## src/rtl/eof_error_frame_ctrl.sv

```systemverilog
// End-of-frame check and error-frame sequencer for the CAN receive path.
// Drives error flag, delimiter and intermission on TX; flags EOF outcomes.
module eof_error_frame_ctrl #(
  parameter int EOF_LEN   = 7,
  parameter int FLAG_LEN  = 6,
  parameter int DELIM_LEN = 8,
  parameter int IFS_LEN   = 3
) (
  input  logic       clock,
  input  logic       reset,
  input  logic       SP,
  input  logic       RX,
  input  logic       EOF_Flag,
  input  logic       Ext_Error,
  output logic       TX,
  output logic       EOF_Error,
  output logic       Overload,
  output logic       Frame_OK,
  output logic       Busy,
  output logic [2:0] State
);

  typedef enum logic [2:0] {
    S_IDLE       = 3'd0,
    S_EOF        = 3'd1,
    S_ERR_FLAG   = 3'd2,
    S_DELIM_WAIT = 3'd3,
    S_DELIM      = 3'd4,
    S_IFS        = 3'd5
  } state_t;

  localparam logic [3:0] EOF_LAST   = 4'(EOF_LEN - 1);
  localparam logic [3:0] FLAG_LAST  = 4'(FLAG_LEN - 1);
  localparam logic [3:0] DELIM_LAST = 4'(DELIM_LEN - 1);
  localparam logic [3:0] IFS_LAST   = 4'(IFS_LEN - 1);

  state_t     state_q, state_d;
  logic [3:0] cnt_q, cnt_d;
  logic       eof_err_d, ovl_d, ok_d;

  always_ff @(posedge clock or negedge reset) begin
    if (!reset) begin
      state_q   <= S_IDLE;
      cnt_q     <= 4'd0;
      TX        <= 1'b1;
      EOF_Error <= 1'b0;
      Overload  <= 1'b0;
      Frame_OK  <= 1'b0;
    end else begin
      state_q   <= state_d;
      cnt_q     <= cnt_d;
      TX        <= (state_d != S_ERR_FLAG);
      EOF_Error <= eof_err_d;
      Overload  <= ovl_d;
      Frame_OK  <= ok_d;
    end
  end

  always_comb begin
    state_d   = state_q;
    cnt_d     = cnt_q;
    eof_err_d = 1'b0;
    ovl_d     = 1'b0;
    ok_d      = 1'b0;
    unique case (state_q)
      S_IDLE: begin
        if (Ext_Error) begin
          state_d = S_ERR_FLAG;
          cnt_d   = 4'd0;
        end else if (EOF_Flag) begin
          state_d = S_EOF;
          cnt_d   = 4'd0;
        end
      end
      S_EOF: begin
        // Ext_Error overrides any decision made by a coincident SP
        if (Ext_Error) begin
          state_d = S_ERR_FLAG;
          cnt_d   = 4'd0;
        end else if (SP) begin
          if (cnt_q == EOF_LAST) begin
            ok_d    = 1'b1;
            ovl_d   = ~RX;
            state_d = S_IFS;
            cnt_d   = 4'd0;
          end else if (!RX) begin
            eof_err_d = 1'b1;
            state_d   = S_ERR_FLAG;
            cnt_d     = 4'd0;
          end else begin
            cnt_d = cnt_q + 4'd1;
          end
        end
      end
      S_ERR_FLAG: begin
        if (SP) begin
          if (cnt_q == FLAG_LAST) begin
            state_d = S_DELIM_WAIT;
            cnt_d   = 4'd0;
          end else begin
            cnt_d = cnt_q + 4'd1;
          end
        end
      end
      S_DELIM_WAIT: begin
        // first recessive bit after the flag is delimiter bit 1
        if (SP && RX) begin
          state_d = S_DELIM;
          cnt_d   = 4'd1;
        end
      end
      S_DELIM: begin
        if (SP) begin
          if (!RX) begin
            state_d = S_ERR_FLAG;
            cnt_d   = 4'd0;
          end else if (cnt_q == DELIM_LAST) begin
            state_d = S_IFS;
            cnt_d   = 4'd0;
          end else begin
            cnt_d = cnt_q + 4'd1;
          end
        end
      end
      S_IFS: begin
        if (Ext_Error) begin
          state_d = S_ERR_FLAG;
          cnt_d   = 4'd0;
        end else if (SP) begin
          if (!RX) begin
            ovl_d   = (cnt_q != IFS_LAST);
            state_d = S_IDLE;
            cnt_d   = 4'd0;
          end else if (cnt_q == IFS_LAST) begin
            state_d = S_IDLE;
            cnt_d   = 4'd0;
          end else begin
            cnt_d = cnt_q + 4'd1;
          end
        end
      end
      default: begin
        state_d = S_IDLE;
        cnt_d   = 4'd0;
      end
    endcase
  end

  assign State = state_q;
  assign Busy  = (state_q != S_IDLE);

endmodule

```

## config.mk

```make
export PLATFORM = sky130hd
export DESIGN_NAME = eof_error_frame_ctrl
export DESIGN_NICKNAME = d
export VERILOG_FILES = /design/src/rtl/eof_error_frame_ctrl.sv
export SDC_FILE = /design/constraint.sdc
export NUM_CORES = 1
export LEC_CHECK = 0
export ABC_AREA = 0
export ABC_CLOCK_PERIOD_IN_PS = 3300
export CAP_MARGIN = 10
export CORE_MARGIN = 3
export CORE_UTILIZATION = 55
export CTS_CLUSTER_SIZE = 30
export DETAILED_ROUTE_END_ITERATION = 12
export PLACE_DENSITY = 0.82
export SETUP_SLACK_MARGIN = 0.3
export SYNTH_ARGS = -nofsm -noshare
export SYNTH_HDL_FRONTEND = slang
export SYNTH_SLANG_ARGS = --single-unit
```

## constraint.sdc

```tcl
create_clock -name clock -period 3.3 [get_ports clock]
set_input_delay 0.66 -clock clock [delete_from_list [all_inputs] [get_ports clock]]
set_output_delay 0.66 -clock clock [all_outputs]
set_load 0.1 [all_outputs]
```

== Word level (Yosys, flattened, before mapping) ==
Cells that the tools add are included.

* Multiply operators: 0
* Equal/unequal tests: 17
* Bitwise gates (word level): 1
* Reduce and logical (&&, ||, !) cells: 4
* Divide/modulo/power cells: 0
* $lt $le $gt $ge: 0
* Mux-type cells: 50
* Shifts and indexed selects: 0
* Add/sub/neg operators: 1

{| class="wikitable"
|+ Operator list
! cell !! number
|-
| $mux 4 || 16
|-
| $mux 3 || 16
|-
| $pmux 4 s6 || 1
|-
| $pmux 3 s6 || 1
|-
| $mux 1 || 15
|-
| $eq 4x3->1 const B || 3
|-
| $ne 3x3->1 const B || 3
|-
| $eq 3x2->1 const B || 2
|-
| $eq 3x3->1 const B || 2
|-
| $ne 2x2->1 const B || 3
|-
| $reduce_and 6->1 || 1
|-
| $add 4x1->4 const B || 1
|-
| $eq 4x2->1 const B || 1
|-
| $ne 4x2->1 const B || 1
|-
| $eq 3x1->1 const B || 1
|-
| $logic_not 3->1 || 1
|-
| $ne 3x2->1 const B || 1
|-
| $reduce_bool 3->1 || 1
|-
| $pmux 1 s2 || 1
|-
| $logic_and 1x1->1 || 1
|-
| $not 1->1 || 1
|}

* Memories: 0
* Input port bits: 6
* RAM bits: 0
* Word-level logic and storage cells: 79
* Flip-flop bits (word level): 11
* Output and inout bits: 8
* Memory bits (read-only): 0
* Latch bits: 0

== Logic depth before layout (Yosys ltp) ==
Gate-level depths: netlist (run 1).

* Word-level depth: 7
* Depth in mapped cells: 7
* Mapped depth without buffers: 7

== Worst setup path after synthesis (run 1) ==
OpenSTA, ideal clock, no wires.

* Path kind: flip-flop to output port
* Start: reg state_q[2], in the netlist State[2]
* End: out Busy
* Required time: 2.640 ns
* Path slack: 0.794 ns
* Arrival time: 1.846 ns
* Buffers on the path: 1
* Cell stages (with the launch flop): 3
* Path through: dfrtp_1 buf_6 or3_1

* Word-level cells in the longest chain between the ends: 1

{| class="wikitable"
|+ Ends and longest elaborated chain
! element !! line !! text
|-
| from (decl) || 37 || <nowiki>state_t state_q, state_d;</nowiki>
|-
| from (signal assigned) || 50 || <nowiki>state_q <= state_d;</nowiki>
|-
| $reduce_bool 3->1 || 150 || <nowiki>assign Busy = (state_q != S_IDLE);</nowiki>
|-
| to (decl) || 19 || <nowiki>output logic Busy,</nowiki>
|}

Every way passes these cells.

== Final worst setup path (run 1) ==
* Start: in RX
* End: reg cnt_q[2]

* Word-level cells in the longest chain between the ends: 5
* Elaborated cells on any way between the ends: 13
* Classes of those cells: eq/ne (1); mux (10); reduce/logical (2)

{| class="wikitable"
|+ Ends and longest elaborated chain
! element !! line !! text
|-
| from (decl) || 12 || <nowiki>input logic RX,</nowiki>
|-
| $mux 4 || 86 || <nowiki>end else if (!RX) begin</nowiki>
|-
| $mux 4 || 81 || <nowiki>if (cnt_q == EOF_LAST) begin</nowiki>
|-
| $mux 4 || 80 || <nowiki>end else if (SP) begin</nowiki>
|-
| $mux 4 || 77 || <nowiki>if (Ext_Error) begin</nowiki>
|-
| $pmux 4 s6 || 65 || <nowiki>unique case (state_q)</nowiki>
|-
| to (signal assigned) || 51 || <nowiki>cnt_q <= cnt_d;</nowiki>
|-
| to (decl) || 38 || <nowiki>logic [3:0] cnt_q, cnt_d;</nowiki>
|}

Parallel ways exist; a longest one is shown, timed or not. The select of a mux whose other input is x is not followed.
A chain may end at the register's enable or synchronous reset.

==> results of run 1 <==
## critical path, cell delays in order
cell and delay [ns]:
clkdlybuf4s50_1 0.74, or2b_1 0.19, a21oi_1 0.10, or3_4 0.41, nor4b_2 0.22, a21o_1 0.11
## Yosys cell counts (2+ instances only)
master / count / area, µm²
or3_1: 2 / 12.5
nand2_1: 3 / 11.3
nor2b_1: 2 / 12.5
dfrtp_1: 10 / 250
buf_4: 2 / 15.0
nor2_1: 3 / 11.3
a21o_1: 2 / 15.0
nand3b_1: 2 / 15.0
ha_1: 3 / 37.5
a311o_1: 2 / 20.0
o21ai_0: 8 / 40.0
a21oi_1: 6 / 30.0
inv_1: 6 / 22.5
a211oi_2: 2 / 25.0
nand2b_1: 3 / 18.8
nor3_1: 3 / 15.0
nand4_1: 2 / 12.5
nand3_1: 5 / 25.0
## power by group
| part | switching [mW] | total [mW] | internal (mW) |
|---|---|---|---|
| clock | 0.0473 | 0.0922 | 0.0449 |
| sequential | 0.0687 | 0.247 | 0.178 |
| combinational | 0.346 | 0.521 | 0.175 |
## how the worst max path moves through the flow
stage,slack (ns),end
4_1_cts,1.11,cnt_q[2]
3_3_place_gp,0.85,cnt_q[2]
5_1_grt,1.01,cnt_q[2]
3_5_place_dp,0.82,cnt_q[2]
2_1_floorplan,0.79,Busy
6_report,1.08,cnt_q[2]
## through the flow
stage	instances	hold WS, ns	area (µm²)
floorplan	91	0.364	835
global placement	114	0.580	928
detailed placement	114	0.598	928
CTS	118	0.604	956
global route	118	0.641	956
finish	118	0.602	956
## final cells by class
type | count | share of cell area, %
clock buffer | 3 | 2.36
sequential | 11 | 28.9
inverter | 6 | 2.36
clock inverter | 1 | 0.524
timing repair buffer | 13 | 11.5
multi-input combinational | 69 | 52.4
tap | 15 | 1.96
## cell families after synthesis
group	after synthesis	synth area share, %
adders and majority gates	3	4.50
DFF	11	33.1
muxes	1	1.20
buffers and inverters	11	6.89
and+or+nand+nor	36	28.2
xor gates and xnor gates	1	1.05
AOI/OAI and AO/OA	28	25.0
## metal layers
layer	routed length, µm	global-route usage [%]
met5	0	0
met3	114	2.79
met1	839	27.4
met4	48	12.9
met2	767	28.0
## state kept, by name, summed over array words and instances (netlist names)
name       count
Frame_OK       1
TX             1
Overload       1
State          3
cnt_q          4
EOF_Error      1
==> results.py, run 1 <==
metrics = {
    "run_status": {
        "status": "completed",
    },
    "floorplan": {
        "die_h_um": 45.0,
        "placementRows": 13,
        "dieArea_um2": 2020,
        "die_x_um": 45.0,
        "initial_core_util_pct": 61.1,
        "io_pins": 14,
        "core_area_um2": 1370,
    },
    "pwr": {
        "ir_worst_vdd_v": 0.000845,
        "leakage_nw": 0.421,
        "power.total_uw": 860,
        "powerDensity_nw_per_um2": 900,
    },
    "worst_hold_path": {
        "worstHoldPathCells": 2,
        "min_to": "cnt_q[1]",
        "hold_path_class": "flop to flop",
        "worstHoldStart": "cnt_q[1]",
    },
    "setup_path": {
        "critPathArrivalTime_ns": 2.43,
        "crit_type": "input port to flop",
        "cp_max_fo": 13,
        "rr_worst_depth": 7,
        "rr_startpoint": "cnt_q[0]",
        "timing.rr.end": "cnt_q[2]",
        "startpoint": "RX",
        "required_ns": 3.51,
        "r2r_slack_ns": 1.45,
        "crit_path_start_kind": "input port",
        "end_kind": "flop",
    },
    "route": {
        "routed_via_density": 6.22,
        "drt_iter0_drc": 11,
        "drtPass1Iterations": 4,
        "via_count": 734,
        "remaining_drc_errors": 0,
        "wl_per_cell_um": 15.0,
        "ant_nets": 0,
        "wl_um": 1770,
    },
    "logic_synthesis": {
        "yosys_warnings": 0,
        "async_reset_ff_share_pct": 100,
        "synthFlopType": "dfrtp_1",
        "synth_edf_count": 0,
        "syn_inst": 91,
        "synth.distinct_cells": 43,
        "synth_seq_area_share_pct": 33.1,
        "synth_area_per_cell_um2": 9.17,
        "synth_nets": 100,
        "netlist_area_um2": 835,
        "synth-seq-cells": 11,
    },
    "clock_network": {
        "cts_made_buffers": 3,
        "cts_tree": "done",
        "cts_setup_buffers": 0,
        "clock_sinks": 11,
        "path_clk_slew_ns": 0.07,
        "clock_path_buffers": 2,
        "cts_max_level": 1,
        "cts.repair.resized": 0,
        "holdBufCountCts": 0,
        "clock_latency_ns": 0.27,
        "cts-root-buf": "clkbuf_4",
    },
    "run": {
        "cap_violations": 0,
    },
    "place": {
        "io_buffer_count": 13,
        "dp_hpwl_um": 1350,
        "gp_congestion": 0.908,
        "dp_slack_ns": 0.820,
    },
    "sta": {
        "setup_viol": 0,
        "tns_ns": 0,
        "tightest_slew_ns": 0.489,
        "max_freq_mhz": 451,
        "timing.slew.headroom_pct": 67.3,
        "fin_crit_sh_pct": 67.3,
        "fin_skew_ns": 0.00655,
        "drv_slew": 0,
        "setup_ws_ns": 1.08,
        "final-hold-violation-count": 0,
        "layout_min_cycle_time_ns": 2.22,
        "rsz0062_at_grt": "false",
    },
    "global_route": {
        "grt_overflow": 0,
        "gr-usage-all-layers_pct": 19.7,
        "grt_max_degree": 17,
        "grt_pass1_wl_um": 2840,
        "antenna_found_initial": 0,
        "grt_pass1_vias": 619,
    },
    "final_layout": {
        "syn2layout_area_growth_pct": 14.5,
        "regArea_um2": 277,
        "multi_input_area_um2": 500,
        "final_core_util_pct": 70.0,
        "nFillCells": 103,
        "nets": 113,
        "drive_above_1_share_pct": 23.3,
        "antenna_cells": 0,
        "layout_common_cells": "10 x dfrtp_1, 8 x o21ai_0, 8 x buf_4",
        "final_common_cell": "dfrtp_1",
    },
}
No activity file was read; power rests on OpenSTA's default activity.
==> inputs of run 2 (changes only) <==
Settings changed: ABC_CLOCK_PERIOD_IN_PS 3300 to 2300, CORE_UTILIZATION 55 to 51, PLACE_DENSITY 0.82 to 0.77.
Clock period 3.3 ns to 2.3 ns, I/O delays scaled along.
==> results.py, run 2 (synthesis results as in run 1) <==
metrics = {
    "run_status": {
        "status": "completed",
    },
    "setup_path": {
        "crit_type": "flop to output pin",
        "end_kind": "output pin",
        "critPathArrivalTime_ns": 1.40,
        "required_ns": 1.84,
        "crit_path_start_kind": "flop",
        "rr_startpoint": "cnt_q[0]",
        "cp_max_fo": 9,
        "startpoint": "State[2]",
    },
    "floorplan": {
        "io_pins": 14,
        "dieArea_um2": 2160,
        "placementRows": 13,
        "die_x_um": 46.5,
        "die_h_um": 46.5,
        "core_area_um2": 1420,
        "initial_core_util_pct": 59.0,
    },
    "final_layout": {
        "layout_common_cells": "10 x buf_4, 8 x o21ai_0, 7 x dfrtp_1",
        "multi_input_area_um2": 505,
        "regArea_um2": 280,
        "final_common_cell": "buf_4",
        "syn2layout_area_growth_pct": 17.2,
        "regMostFlops": "cnt_q",
        "nFillCells": 119,
        "drive_above_1_share_pct": 27.6,
        "nets": 115,
        "final_area_um2": 978,
        "largest_register_ffs": 4,
        "antenna_cells": 0,
    },
    "global_route": {
        "antenna_found_initial": 0,
        "gr-usage-all-layers_pct": 20.6,
        "grt_pass1_vias": 723,
        "grt_overflow": 0,
        "grt_max_degree": 17,
        "grt_pass1_wl_um": 3080,
    },
    "clock_network": {
        "path_clk_slew_ns": 0.07,
        "cts.repair.resized": 0,
        "cts-root-buf": "clkbuf_4",
        "clock_latency_ns": 0.27,
        "cts_made_buffers": 3,
        "cts_max_level": 1,
        "cts_tree": "done",
        "cts_setup_buffers": 0,
        "holdBufCountCts": 0,
        "clock_sinks": 11,
        "clock_path_buffers": 2,
    },
    "route": {
        "routed_via_density": 6.31,
        "wl_per_cell_um": 15.6,
        "remaining_drc_errors": 0,
        "ant_nets": 0,
        "drt_iter0_drc": 45,
        "via_count": 757,
        "drtPass1Iterations": 5,
        "wl_um": 1880,
    },
    "pwr": {
        "powerDensity_nw_per_um2": 1280,
        "leakage_nw": 0.426,
        "ir_worst_vdd_v": 0.000882,
    },
    "place": {
        "gp_congestion": 0.870,
        "dpl_cell_area_um2": 952,
        "dp_hpwl_um": 1430,
        "io_buffer_count": 13,
    },
    "sta": {
        "layout_min_cycle_time_ns": 1.86,
        "final-hold-violation-count": 0,
        "max_freq_mhz": 536,
        "fin_crit_sh_pct": 81.0,
        "tns_ns": 0,
        "rsz0062_at_grt": "false",
        "drv_slew": 0,
        "fin_skew_ns": 0.000981,
        "setup_viol": 0,
        "tightest_slew_ns": 0.488,
        "timing.slew.headroom_pct": 67.4,
    },
    "run": {
        "cap_violations": 0,
    },
    "worst_hold_path": {
        "hold_path_class": "input port to async pin",
    },
}
-- run 2: cell count changes in the layout (fill, tap and decap cells not counted), sizes merged --
cell,previous run,this run
clkinv,1,0
clkbuf,3,4
buf,8,10
-- run 2: final timing paths --
| kind | cells past startpoint | slack, ns | endpoint |
|---|---|---|---|
| worst min register to register | 1 | 0.57 | Overload |
| worst max-delay path | 2 | 0.44 | Busy |
| max in group asynchronous | 1 | 1.43 | State[1] |
| min in group clock | 1 | 0.57 | Overload |
| worst max register to register | 7 | 0.46 | cnt_q[2] |
| worst min-delay path | 1 | 0.51 | Frame_OK |
-- run 2: worst max-delay path, cell delays in order (launching register included) --
cell	delay (ns)
dfrtp_2	0.48
or3_4	0.41
buf_4	0.24
-- run 2: final cells by class --
cell class | count | share of cell area, %
Multi-Input combinational cell | 69 | 51.7
Sequential cell | 11 | 28.6
Timing Repair Buffer | 15 | 12.8
Clock buffer | 4 | 2.69
Inverter | 6 | 2.30
Tap cell | 15 | 1.92
-- run 2: per-layer routing --
metal	global-route usage [%]	vias to the layer above	share of wire, %
li1	-	361	-
met4	10.2	0	2.1
met1	24.2	350	44
met3	4.69	5	8.4
met5	0	-	0
met2	34.6	41	45
-- run 2: through the flow --
| step | worst slack [ns] | std cells | util [%] | hold slack (ns) | total power [mW] |
|---|---|---|---|---|---|
| global placement | 0.268 | 116 | 67.3 | 0.561 | 1.10 |
| finish | 0.436 | 120 | 69.1 | 0.515 | 1.25 |
| global route | 0.322 | 120 | 69.1 | 0.535 | 1.33 |
| CTS | 0.435 | 120 | 69.1 | 0.526 | 1.25 |
| floorplan | 0.421 | 91 | - | 0.164 | 0.971 |
| detailed placement | 0.240 | 116 | 67.3 | 0.558 | 1.11 |
-- run 2: power by group --
group / leakage [nW] / total, mW / switching (mW) / internal (mW)
clock network: 0.0150 / 0.133 / 0.0658 / 0.0673
registers: 0.137 / 0.363 / 0.104 / 0.260
logic: 0.274 / 0.756 / 0.497 / 0.259
